### src/rtl/hamming_encoder_pipe.sv
// hamming_encoder_pipe: two-stage valid/ready Hamming(71,64) encoder with per-word single-bit error injection.
// Codeword index n carries 1-indexed position n+1; parity sits at the power-of-two positions.
module hamming_encoder_pipe #(
  parameter int CNT_W = 16
) (
  input  logic             clk,
  input  logic             rst_n,
  input  logic             enable,
  input  logic [63:0]      data_in,
  input  logic             in_valid,
  output logic             in_ready,
  input  logic             inj_en,
  input  logic [6:0]       inj_pos,
  output logic [70:0]      codeword_out,
  output logic [6:0]       parity_out,
  output logic             out_valid,
  input  logic             out_ready,
  output logic [CNT_W-1:0] word_count
);
  logic             r_run;
  logic             r_s1_valid;
  logic [63:0]      r_s1_data;
  logic             r_s1_inj_en;
  logic [6:0]       r_s1_inj_pos;
  logic [70:0]      r_cw;
  logic [6:0]       r_par;
  logic             r_out_valid;
  logic [CNT_W-1:0] r_count;
  logic             w_s2_take;
  logic             w_s1_take;
  logic             w_accept;
  logic [70:0]      w_data_cw;
  logic [70:0]      w_cw;
  logic [70:0]      w_flip;
  logic [6:0]       w_par;
  logic [70:0]      w_cov [7];

  assign w_s2_take = !r_out_valid | out_ready;
  assign w_s1_take = !r_s1_valid | w_s2_take;
  assign in_ready  = r_run & enable & w_s1_take;
  assign w_accept  = in_valid & in_ready;

  // Position n+1 is a parity slot when it is a power of two; data bits fill the rest in order.
  for (genvar n = 0; n < 71; n++) begin : g_pos
    if (((n + 1) & n) == 0) begin : g_par
      assign w_data_cw[n] = 1'b0;
      assign w_cw[n]      = w_par[$clog2(n + 1)];
    end else begin : g_dat
      assign w_data_cw[n] = r_s1_data[n - $clog2(n + 2)];
      assign w_cw[n]      = w_data_cw[n];
    end
  end

  for (genvar k = 0; k < 7; k++) begin : g_pk
    for (genvar n = 0; n < 71; n++) begin : g_cv
      assign w_cov[k][n] = ((((n + 1) >> k) % 2) == 1) ? w_data_cw[n] : 1'b0;
    end
    assign w_par[k] = ^w_cov[k];
  end

  assign w_flip = (r_s1_inj_en && r_s1_inj_pos != 7'd0 && r_s1_inj_pos <= 7'd71)
                ? (71'd1 << (r_s1_inj_pos - 7'd1)) : '0;

  // r_run keeps in_ready low until the first clock after reset release.
  always_ff @(posedge clk or negedge rst_n) begin
    if (!rst_n) begin
      r_run        <= 1'b0;
      r_s1_valid   <= 1'b0;
      r_s1_data    <= '0;
      r_s1_inj_en  <= 1'b0;
      r_s1_inj_pos <= '0;
      r_out_valid  <= 1'b0;
      r_cw         <= '0;
      r_par        <= '0;
      r_count      <= '0;
    end else begin
      r_run <= 1'b1;
      if (w_s1_take) begin
        r_s1_valid <= w_accept;
        if (w_accept) begin
          r_s1_data    <= data_in;
          r_s1_inj_en  <= inj_en;
          r_s1_inj_pos <= inj_pos;
        end
      end
      if (w_s2_take) begin
        r_out_valid <= r_s1_valid;
        if (r_s1_valid) begin
          r_cw  <= w_cw ^ w_flip;
          r_par <= w_par;
        end
      end
      if (r_out_valid && out_ready) r_count <= r_count + CNT_W'(1);
    end
  end

  assign codeword_out = r_cw;
  assign parity_out   = r_par;
  assign out_valid    = r_out_valid;
  assign word_count   = r_count;
endmodule

### config.mk
export PLATFORM = sky130hd
export DESIGN_NAME = hamming_encoder_pipe
export DESIGN_NICKNAME = d
export VERILOG_FILES = /design/src/rtl/hamming_encoder_pipe.sv
export SDC_FILE = /design/constraint.sdc
export NUM_CORES = 1
export LEC_CHECK = 0
export ABC_AREA = 1
export CORE_ASPECT_RATIO = 0.5
export CORE_MARGIN = 4
export CORE_UTILIZATION = 25
export CTS_CLUSTER_DIAMETER = 60
export DETAILED_ROUTE_END_ITERATION = 10
export SLEW_MARGIN = 10
export SYNTH_ARGS = -nofsm -noshare
export SYNTH_HDL_FRONTEND = slang
export SYNTH_SLANG_ARGS = --single-unit
### constraint.sdc
create_clock -name clk -period 3.55 [get_ports clk]
set_input_delay 0.5325 -clock clk [delete_from_list [all_inputs] [get_ports clk]]
set_output_delay 0.5325 -clock clk [all_outputs]
set_load 0.03 [all_outputs]
-- Yosys cells after proc, flatten, opt, wreduce, memory -nomap -nowiden
Index checks and enable logic that the tools add are counted.
- flip-flop bits (word level): 169
- bits in latches: 0
- memory bits (writable): 0
- memory bits (read-only): 0
- input port bits: 77
- output and inout port bits: 96
- memories: 0
- add/sub/neg operators: 2
- $mul: 0
- div/mod/pow operators: 0
- $lt $le $gt $ge: 1
- eq/ne operators: 0
- shifts and indexed selects: 1
- muxes and demuxes: 1
- bitwise operators: 6
- reductions and logical operators: 15
- operators with widths (cell ; number):
    $reduce_xor A71 Y1 ; 7
    $mux W71 ; 1
    $shl A1 B7 Y71 const A ; 1
    $xor A71 B71 Y71 ; 1
    $add A16 B1 Y16 const B ; 1
    $le A7 B7 Y1 const B ; 1
    $reduce_bool A7 Y1 ; 1
    $sub A7 B1 Y7 const B ; 1
    $reduce_and A2 Y1 ; 2
    $and A1 B1 Y1 ; 3
    $logic_and A1 B1 Y1 ; 3
    $logic_not A1 Y1 ; 2
    $or A1 B1 Y1 ; 2

-- Logic depth before layout (Yosys ltp)
- word-level depth: 6
- gate-level depth with buffers: 17
- gate-level depth less buffers: 17

-- Worst setup path before layout
No wires, ideal clock.
- path type: reg2reg
- start point: register r_out_valid, in the netlist out_valid
- end point: register r_count[15], in the netlist word_count[15]
- setup time: 133 ps
- arrival time: 1815 ps
- required time: 3417 ps
- path slack: 1602 ps
- stages on the path, launching flop included: 9
- path buffers: 0
- cell sequence: dfrtp_1 > nand2_1 > nor3_1 > nand3_1 > nor2_1 > nand3_1 > nor2_1 > nand4_1 > xnor2_1
- word-level cells in the longest chain between the ends: 1
- ends and longest elaborated chain (element ; RTL line ; text):
    from (decl) ; 27 ; logic r_out_valid;
    from (signal assigned) ; 87 ; r_out_valid <= r_s1_valid;
    $logic_and A1 B1 Y1 ; 93 ; if (r_out_valid && out_ready) r_count <= r_count + CNT_W'(1);
    to (signal assigned) ; 93 ;
    to (decl) ; 28 ; logic [CNT_W-1:0] r_count;
No other way between the ends.
A chain may end at the register's enable or synchronous reset.

-- Worst setup path in the final report
- start point: register r_s1_inj_pos[4]
- end point: register r_cw[61], in the netlist codeword_out[61]
- word-level cells in the longest chain between the ends: 5
- elaborated cells between the ends (all ways): 8
- ends and longest elaborated chain (element ; RTL line ; text):
    from (decl) ; 24 ; logic [6:0] r_s1_inj_pos;
    from (signal assigned) ; 83 ; r_s1_inj_pos <= inj_pos;
    parallel branches: the longest is 3 deep, another holds $sub A7 B1 Y7 ; - ;
    $mux W71 * ; 62 ; ? (71'd1 << (r_s1_inj_pos - 7'd1)) : '0;
    $xor A71 B71 Y71 * ; 89 ; r_cw <= w_cw ^ w_flip;
    to (signal assigned) ; 89 ;
    to (decl) ; 25 ; logic [70:0] r_cw;
Every way passes the cells marked *.

==> impl_metrics.env <==
export IMPL_wl_per_cell_um=15.9
export IMPL_finClkSkew_ns=0.0219
export IMPL_final_common_cell="nand2_1"
export IMPL_drt_wl_total_mm=34.4
export IMPL_drt_iter0_markers=654
export IMPL_initial_core_util_pct=25.7
export IMPL_min_path_type="in -> async"
export IMPL_post_route_drc_count=0
export IMPL_final_antenna_net_count=0
export IMPL_io_buffers=172
export IMPL_synthDistinctLibCells=38
export IMPL_relSlewSlack_pct=43.9
export IMPL_r2r_start="r_s1_inj_pos[4]"
export IMPL_core_area_um2=41000
export IMPL_p_leak_nw=6.30
export IMPL_hold_viol_final=0
export IMPL_fin_crit_ns=2.60
export IMPL_finalSetupTns_ns=0
export IMPL_hpwlAfterDp_mm=26.6
export IMPL_track_usage_pct=14.9
export IMPL_cp_endpoint="codeword_out[61]"
export IMPL_cts_tree="done"
export IMPL_antenna_found_initial=2
export IMPL_clock_sinks=169
export IMPL_critPathMaxFanout=20
export IMPL_worstSetupStartpoint="r_s1_inj_pos[4]"
export IMPL_layout_common_cells="484 x nand2_1, 171 x clkdlybuf4s50_1, 169 x dfrtp_1"
export IMPL_syn_nets=1553
export IMPL_gp_congestion=0.913
export IMPL_reg2reg_to="codeword_out[61]"
export IMPL_dieArea_um2=45700
export IMPL_grt_overflow=0
export IMPL_die_height_um=153
export IMPL_grt_pass1_wl_mm=53.3
export IMPL_first_global_vias=9499
export IMPL_cts_buffers=17
export IMPL_cts_buffer_depth=2
export IMPL_htree_levels=4
export IMPL_status="finished, final reports clean"
export IMPL_area_growth_pct=26.2
export IMPL_max_freq_mhz=384
export IMPL_ctsResizeCount=0
export IMPL_fin_crit_sh_pct=73.3
export IMPL_rr_worst_depth=9
export IMPL_clock_latency_ns=0.45
export IMPL_cp_arrival_ns=2.90
export IMPL_hold_ws_ns=0.143
export IMPL_worstPathRequired_ns=3.85
export IMPL_die_w_um=298
export IMPL_antenna_cells=0
export IMPL_cts_root_buf="clkbuf_16"
export IMPL_finalSetupViolCount=0
export IMPL_peakVddDrop_uv=291
export IMPL_path_class="reg -> reg"
export IMPL_cp_start_kind="flop"
export IMPL_vias_per_cell=4.55
export IMPL_avgSynthCellArea_um2=7.15
export IMPL_firstDrtPassIters=5
export IMPL_num_rows=52
export IMPL_ys_warn_count=0
export IMPL_rrSetupSlack_ns=0.95
export IMPL_placed_cells=2126
export IMPL_rsz0062_at_grt="false"
export IMPL_power_density_nw_per_um2=658
export IMPL_io_pins=173
export IMPL_path_clk_slew_ns=0.07
export IMPL_mappedNetlistArea_um2=10500
export IMPL_worst_pin_slew_ns=0.841
export IMPL_synth_cells=1474
export IMPL_layout_nets=1684
export IMPL_synth_seq_cells=169
export IMPL_hold_buffers=0
export IMPL_drive_gt1_share_pct=5.87
export IMPL_instances_no_fill=2158
export IMPL_ys_seq_area_share_pct=40.2
export IMPL_critPathCaptureType="flop"
export IMPL_vias=9821
export IMPL_grt_max_degree=79
export IMPL_cts_post_setup_buffers_inserted=0
export IMPL_drv_cap=0
export IMPL_finalMaxSlewViolations=0
==> through the flow <==
step	power [mW]	utilization (%)	instance area, um2	setup WS (ns)
floorplan	5.46	-	10500	1.60
global route	9.36	32.4	13300	0.698
CTS	8.78	32.4	13300	0.972
finish	8.74	32.4	13300	0.947
global placement	6.82	31.0	12700	1.01
detailed placement	6.89	31.0	12700	0.972
==> power by group <==
part | switching [mW] | internal [mW] | leakage [nW] | total, mW
clock network | 0.934 | 0.940 | 0.273 | 1.87
registers | 0.520 | 2.35 | 1.95 | 2.87
logic | 2.49 | 1.50 | 4.08 | 3.99
total | 3.94 | 4.79 | 6.30 | 8.74
==> worst min-delay path by stage <==
stage | end | slack [ns] | start | depth (start not counted)
after floorplan | codeword_out[0] | 0.24 | rst_n | 0
after global placement | word_count[15] | 0.46 | word_count[15] | 1
after detailed placement | word_count[15] | 0.47 | word_count[15] | 1
after CTS | r_s1_data[35] | 0.16 | rst_n | 1
after global routing | r_s1_data[35] | 0.18 | rst_n | 1
final | r_s1_data[35] | 0.14 | rst_n | 1
==> area by class of cell <==
type / instances / area (um2)
Sequential cell: 169 / 4230
Clock buffer: 17 / 425
Inverter: 150 / 566
Timing Repair Buffer: 182 / 1840
Tap cell: 540 / 676
Fill cell: 4364 / 27700
Multi-Input combinational cell: 1085 / 5400
Clock inverter: 15 / 156
==> cell families after synthesis <==
group                    count (synthesis)  synth area share (%)
other                                    1                0.0356
multiplexers                            12                  1.28
buffers and inverters                  220                  8.67
AND/OR/NAND/NOR                        795                  32.0
AO/OA/AOI/OAI                          161                  8.15
XOR/XNOR                               114                  9.48
adder cells (fa/ha/maj)                  2                 0.238
flip-flops                             169                  40.2
==> metal layers <==
metal / global-route usage [%] / wire (um)
met4: 3.51 / 513
met2: 26.8 / 17400
met3: 3.22 / 1760
met5: 0 / 23
met1: 18.3 / 14600
==> state kept, by name (all words and copies together), names as in the netlist <==
| signal | flops |
|---|---|
| codeword_out | 71 |
| r_s1_inj_en | 1 |
| out_valid | 1 |
| r_s1_data | 64 |
| word_count | 16 |
| r_s1_inj_pos | 7 |
| parity_out | 7 |
| r_s1_valid | 1 |
| r_run | 1 |
==> cells in the mapped netlist (all sizes together) <==
library cell | count | area share, %
xnor2 | 53 | 4.4
o21bai | 1 | 0.071
nor2 | 157 | 6.1
a21boi | 1 | 0.11
xor2 | 61 | 5.1
conb | 1 | 0.036
clkinv | 1 | 0.036
o21ai | 58 | 2.8
o31ai | 3 | 0.21
ha | 2 | 0.24
dfrtp | 169 | 40
nand2 | 489 | 17
buf | 25 | 1.7
mux2 | 12 | 1.3
nand3b | 7 | 0.50
nand2b | 1 | 0.059
nand4 | 11 | 0.65
a21oi | 69 | 3.3
clkbuf | 45 | 1.6
a31oi | 29 | 1.7
nor3 | 4 | 0.19
inv | 149 | 5.3
nand3 | 126 | 7.0
==> critical path: stages, from the launching register on <==
cell and delay, ns:
dfrtp_1 0.55, nor2_1 0.21, nand2_1 0.10, a21boi_2 0.20, nand3_4 0.14, nor2_4 0.49, inv_2 0.34, nor2_2 0.18
xor2_1 0.15, o21ai_1 0.07
No activity file was read; power rests on OpenSTA's default activity.
